===== src/rtl/cla_pkg.sv =====
// cla_pkg: shared types and widths for the shared-adder scheduler.
package cla_pkg;
    localparam int BYTE_W = 8;
    localparam int ID_W = 1;
    typedef enum logic [1:0] {IDLE = 2'd0, OWN0 = 2'd1, OWN1 = 2'd2} state_t;
    typedef logic [BYTE_W-1:0] byte_t;
    typedef logic [ID_W-1:0] id_t;
endpackage


===== src/rtl/cla_adder8.sv =====
// cla_adder8: combinational 8-bit carry-lookahead adder, every carry expanded from g/p and cin.
module cla_adder8
    import cla_pkg::*;
(
    input  logic [BYTE_W-1:0] a,
    input  logic [BYTE_W-1:0] b,
    input  logic              cin,
    output logic [BYTE_W-1:0] sum,
    output logic              cout
);
    logic [BYTE_W-1:0] g;
    logic [BYTE_W-1:0] p;
    logic [BYTE_W:0]   c;
    logic              pp;
    assign g = a & b;
    assign p = a ^ b;
    // c[i+1] is a flat sum of products over g/p/cin, no carry feeds another carry
    always_comb begin
        c = '0;
        pp = 1'b0;
        c[0] = cin;
        for (int i = 0; i < BYTE_W; i++) begin
            c[i+1] = g[i];
            pp = p[i];
            for (int j = i - 1; j >= 0; j--) begin
                c[i+1] = c[i+1] | (pp & g[j]);
                pp = pp & p[j];
            end
            c[i+1] = c[i+1] | (pp & cin);
        end
    end
    assign sum = p ^ c[BYTE_W-1:0];
    assign cout = c[BYTE_W];
endmodule


===== src/rtl/cla_add_sched.sv =====
// cla_add_sched: round-robin sharing of one CLA byte adder between two multi-byte requesters.
// Defining CLA_SUB_EN adds per-transaction subtract (A-B) via req0_sub/req1_sub.
module cla_add_sched
    import cla_pkg::*;
#(
    parameter int IDX_W = 4
) (
    input  logic              clk,
    input  logic              rst_n,
    input  logic              req0_valid,
    input  logic [BYTE_W-1:0] req0_a,
    input  logic [BYTE_W-1:0] req0_b,
    input  logic              req0_last,
    output logic              req0_ready,
    input  logic              req1_valid,
    input  logic [BYTE_W-1:0] req1_a,
    input  logic [BYTE_W-1:0] req1_b,
    input  logic              req1_last,
    output logic              req1_ready,
`ifdef CLA_SUB_EN
    input  logic              req0_sub,
    input  logic              req1_sub,
`endif
    input  logic              res_ready,
    output logic              res_valid,
    output logic [BYTE_W-1:0] res_sum,
    output logic              res_cout,
    output logic              res_last,
    output logic              res_id,
    output logic [IDX_W-1:0]  res_idx,
    output logic              busy
);
    state_t            state;
    logic              rr_ptr;
    logic              carry;
    logic [IDX_W-1:0]  idx;
    logic              out_free;
    logic              own;
    logic              accept;
    logic              first;
    logic              sub_now;
    logic              cin;
    logic              grant;
    logic              sel_last;
    logic              add_cout;
    logic [BYTE_W-1:0] sel_a;
    logic [BYTE_W-1:0] sel_b;
    logic [BYTE_W-1:0] b_eff;
    logic [BYTE_W-1:0] sum;
`ifdef CLA_SUB_EN
    logic              sub;
`endif
    assign out_free = !res_valid || res_ready;
    assign req0_ready = (state == OWN0) && out_free;
    assign req1_ready = (state == OWN1) && out_free;
    assign own = state == OWN1;
    assign accept = (req0_valid && req0_ready) || (req1_valid && req1_ready);
    assign sel_a = own ? req1_a : req0_a;
    assign sel_b = own ? req1_b : req0_b;
    assign sel_last = own ? req1_last : req0_last;
    // idx saturates and is cleared only at the end, so zero marks the first beat
    assign first = idx == '0;
`ifdef CLA_SUB_EN
    assign sub_now = first ? (own ? req1_sub : req0_sub) : sub;
`else
    assign sub_now = 1'b0;
`endif
    assign b_eff = sub_now ? ~sel_b : sel_b;
    assign cin = first ? sub_now : carry;
    assign grant = (req0_valid && req1_valid) ? rr_ptr : req1_valid;
    assign busy = state != IDLE;
    cla_adder8 u_add (
        .a    (sel_a),
        .b    (b_eff),
        .cin  (cin),
        .sum  (sum),
        .cout (add_cout)
    );
    always_ff @(posedge clk) begin
        if (!rst_n) begin
            state <= IDLE;
            rr_ptr <= 1'b0;
            carry <= 1'b0;
            idx <= '0;
            res_valid <= 1'b0;
            res_sum <= '0;
            res_cout <= 1'b0;
            res_last <= 1'b0;
            res_id <= 1'b0;
            res_idx <= '0;
`ifdef CLA_SUB_EN
            sub <= 1'b0;
`endif
        end else begin
            if (state == IDLE && (req0_valid || req1_valid)) begin
                state <= grant ? OWN1 : OWN0;
                rr_ptr <= !grant;
            end
            if (accept) begin
                res_valid <= 1'b1;
                res_sum <= sum;
                res_cout <= add_cout;
                res_last <= sel_last;
                res_id <= own;
                res_idx <= idx;
                carry <= sel_last ? 1'b0 : add_cout;
                idx <= sel_last ? '0 : (idx == '1 ? idx : idx + IDX_W'(1));
`ifdef CLA_SUB_EN
                sub <= sub_now;
`endif
                if (sel_last) state <= IDLE;
            end else if (res_ready) begin
                res_valid <= 1'b0;
            end
        end
    end
endmodule


===== config.mk =====
export PLATFORM = sky130hd
export DESIGN_NAME = cla_add_sched
export DESIGN_NICKNAME = d
export VERILOG_FILES = /design/src/rtl/cla_pkg.sv /design/src/rtl/cla_adder8.sv /design/src/rtl/cla_add_sched.sv
export SDC_FILE = /design/constraint.sdc
export NUM_CORES = 1
export LEC_CHECK = 0
export ABC_AREA = 1
export CAP_MARGIN = 30
export CORE_ASPECT_RATIO = 0.7
export CORE_MARGIN = 4
export CORE_UTILIZATION = 49
export DETAILED_ROUTE_END_ITERATION = 6
export PLACE_DENSITY = 0.88
export SLEW_MARGIN = 0
export SYNTH_ARGS = -nofsm -noshare
export SYNTH_HDL_FRONTEND = slang
export SYNTH_SLANG_ARGS = --single-unit

===== constraint.sdc =====
create_clock -name clk -period 4.9 [get_ports clk]
set_input_delay 0.98 -clock clk [delete_from_list [all_inputs] [get_ports clk]]
set_output_delay 0.98 -clock clk [all_outputs]
set_load 0.02 [all_outputs]

---- After elaboration in Yosys (flattened, before gate mapping) ----
Index checks and enable logic that the tools add are counted.
cells by class
  bitwise gates (word level) .............. 103
  eq/ne operators ......................... 4
  muxes and demuxes ....................... 14
  reductions and logical operators ........ 16
  add/sub/neg operators ................... 1
operators with widths
  kind                   count
  $and A1 B1 Y1          64
  $or A1 B1 Y1           36
  $mux W8                2
  $xor A8 B8 Y8          2
  $and A8 B8 Y8          1
  $mux W2                4
  $mux W4                2
  $logic_and A1 B1 Y1    6
  $mux W1                6
  $add A4 B1 Y4 const B  1
  $eq A4 B4 Y1 const B   1
  $logic_not A4 Y1       1
  $reduce_bool A2 Y1     2
  $logic_or A1 B1 Y1     3
  $eq A2 B1 Y1 const B   1
  $eq A2 B2 Y1 const B   1
  $logic_not A1 Y1       2
  $logic_not A2 Y1       1
  $ne A2 B2 Y1 const B   1
  $reduce_and A2 Y1      1
word-level totals
  register bits after elaboration ......... 24
  output and inout port bits .............. 19
  word-level logic and storage cells ...... 148
  input port bits ......................... 39

---- Depth between registers and ports, before layout ----
  word-level depth ........................ 13
  gate-level depth with buffers ........... 18

---- By module ----
A second synthesis with hierarchy kept.
unflattened totals
  cell total of the unflattened synthesis .. 262
  area total of the unflattened synthesis .. 1649.1 sq um
by module, submodules not included
  module         sequential area each (sq um)  times used  cells an instance  area each (sq um)
  cla_add_sched  480.5                         1           191                1227.4
  cla_adder8     0.0                           1           71                 421.7

---- Worst setup path before layout ----
Ideal clock, no wire load.
  path kind ............................... input to output
  from .................................... input res_ready
  to ...................................... output req0_ready
  required time ........................... 3920 ps
  path buffers ............................ 0
  arrival time ............................ 1650 ps
  slack ................................... 2270 ps
  stages .................................. 4
  path through ............................ inv_1 -> nand2_1 -> inv_1 -> nor3_1
on the way
  word-level cells in the longest chain between the ends .. 2
RTL lines
  what                 RTL line             RTL
  start, declared      cla_add_sched.sv:24  input logic res_ready,
  $logic_or A1 B1 Y1   cla_add_sched.sv:53  assign out_free = !res_valid || res_ready;
  $logic_and A1 B1 Y1  cla_add_sched.sv:54  assign req0_ready = (state == OWN0) && out_free;
  end, declared        cla_add_sched.sv:14  output logic req0_ready,
Every way passes these cells.

---- Worst setup path in the final report ----
Ends and elaborated chain as after synthesis.

==> metrics.txt <==
via count=1,866; Via density=5.04; Total GRT Usage=0.193; Gate Count Post-Synth=269; Max-cap violations=0; post-place setup slack=1480 ps; arrival time worst endpoint=2460 ps; Post-Route Skew=between 4 and 5 ps; YS warnings=0; CTS Buf Count=3; r2r endpoint=res_sum[7]; pwr dens=281 mW/mm^2; RD Place Congestion=about 0.88; Worst-path clk slew=approximately 80 ps; DR iter-0 viols=180; register share of total power=0.346; antenna cells=0; Hold Fails Final Rpt=0; top_reg_cell synth=dfxtp_1; Crit path required time=3920 ps; drt drc=0; sink of the worst hold path=rr_ptr; GRT overflow=0; FF-to-FF path depth=17; CTS root buf=clkbuf_8; Int Power=0.407 mW; maximum clock frequency=between 200 and 300 MHz; Sw Pwr=0.254 mW; Crit Path Max Fanout=3; Pre-antenna DRT Iters=4; worst slew pin tran=503 ps; Worst R2R Start=state[0]; Die X=78.9 um; vias in the first global route=1,576; CTS tree=yes; H-tree levels=1; layout cells sized above 1=0.0557; Synth Area per Inst=6.41 sq um; fin crit share=0.701; Relative slew margins=0.664; FF-to-FF setup slack=2650 ps; WL final=4390 um; Sw Share=0.384; Comb pwr share=0.480; Post-Syn Area=0.00172 sq mm; first-pass GRT wire length=7140 um; Mapped Nets=319; Hold WC Path Type=flip-flop to flip-flop; final setup fails=0; post-DP HPWL=3490 um; Tmin final=3440 ps; Seq/Total Area, Yosys=0.279; CP Launch Type=input port; register bit count reported by yosys=24; top-area cell type share of the netlist area=0.279; most instantiated library cell after synthesis=nand2_1; Final ANT Viol Nets=0; largest net degree at the start of global routing=27; Lkg Pwr=1.12 nW; # rows=17; IO Port Bufs=57; Hold Startpoint=rr_ptr; total power=0.662 mW; fin nets=375; Util after Layout=0.724; hold path depth=2; Vert. Die Dim=57.6 um; pins over their slew limit=0; Synth async-reset ratio=0; routed len/inst=11.9 um; Core Region=between 0.003 and 0.004 sq mm; WS Path Type=input port to primary output; top cells by area, synth=dfxtp_1 (28%), nand2_1 (20%), inv_1 (7.4%); dominant cell type by area after synthesis=dfxtp_1; CTS-repair resized insts=0; initial core utilization=0.530; number of flops mapped to enable cells by yosys=0; status=finished clean; distinct cell type count after synthesis=30; initial antenna violation count=0; Sink Count=24; worst-skew pair later-pin latency=260 ps; Final TNS setup=0 ps; Setup Buffers After CTS=0; Commonest cells post-synth=nand2_1 (93), inv_1 (34), a21oi_1 (24), dfxtp_1 (24), nand3_1 (18); Die Area=0.00455 sq mm; CTS Buffer Depth=2; Peak VDD IR=~0.23 mV; final setup margin=between 1000 and 1500 ps; CTS Hold Buffers Added=0; CP Capture Type=primary output; area grow syn2layout=36.6%; clock share of power=0.173; setup repair after global routing missed its margin=no; top-level I/O count=58
[sequential cells by signal (all words and copies together) (netlist names)]
register	flops
res_last	1
res_cout	1
state	2
res_id	1
res_idx	4
res_valid	1
carry	1
idx	4
res_sum	8
rr_ptr	1
[routing by layer]
metal  wire length, um  GRT usage
met2              1850      0.283
met5                 0          0
met3               384     0.0543
met4                18     0.0245
met1              2140      0.289
[placed cells by master, fill, tap and decap left out, types with 2 or more instances in the layout]
cell type,n
nand2_1,93
clkdlybuf4s50_1,57
inv_1,34
a21oi_1,24
dfxtp_1,24
nand3_1,18
nor2_1,14
o21ai_1,10
ha_1,10
o21ai_0,6
nor3_1,4
inv_2,3
o21bai_1,3
nand4_1,3
clkbuf_8,3
nand2_4,2
or2_2,2
nor3_2,2
nand3b_1,2
[cells by family (layout without fill, tap and decap cells)]
| kind of cell | Yosys count | after routing | synth area share |
|---|---|---|---|
| flip-flops | 24 | 24 | 0.279 |
| adder cells (fa/ha/maj) | 11 | 11 | 0.0842 |
| XOR/XNOR | 2 | 2 | 0.0102 |
| buffers and inverters | 44 | 98 | 0.108 |
| AO/OA/AOI/OAI | 45 | 45 | 0.149 |
| AND/OR/NAND/NOR | 143 | 143 | 0.369 |
[metrics by stage]
step / hold WS (ps) / area [sq um] / cells
final: 464 / 2360 / 370
after global routing: 490 / 2360 / 370
after global placement: 451 / 2310 / 367
after CTS: 463 / 2360 / 370
after detailed placement: 451 / 2310 / 367
after floorplan: 436 / 1720 / 269
[critical path, stage by stage]
cell	delay, ps
clkdlybuf4s50_1	450
inv_1	40
nand2_1	130
inv_1	90
nor3_1	140
clkdlybuf4s50_1	630
[cell type report]
type / count / area, sq um
Clock buffer: 3 / 41.3
Fill cell: 278 / 898
Inverter: 38 / 148
Multi-Input combinational cell: 201 / 1060
Sequential cell: 24 / 480
Tap cell: 47 / 58.8
Timing Repair Buffer: 57 / 571
[how the worst max path moves through the flow]
stage,start,to,slack (ps),depth (start not counted)
2_1_floorplan,res_ready,req0_ready,2270,4
3_3_place_gp,res_ready,req0_ready,1500,6
3_5_place_dp,res_ready,req0_ready,1480,6
4_1_cts,res_ready,req0_ready,1460,6
5_1_grt,res_ready,req0_ready,1350,6
6_report,res_ready,req0_ready,1460,6
[power groups by stage]
| stage | Clock (mW) | Combinational (mW) | Sequential (mW) |
|---|---|---|---|
| finish | 0.115 | 0.318 | 0.229 |
| global route | 0.128 | 0.351 | 0.232 |
| CTS | 0.118 | 0.317 | 0.229 |
| detailed placement | 0 | 0.315 | 0.233 |
| global placement | 0 | 0.309 | 0.233 |
| floorplan | 0 | 0.190 | 0.251 |
Power figures use the tool's default switching activity.
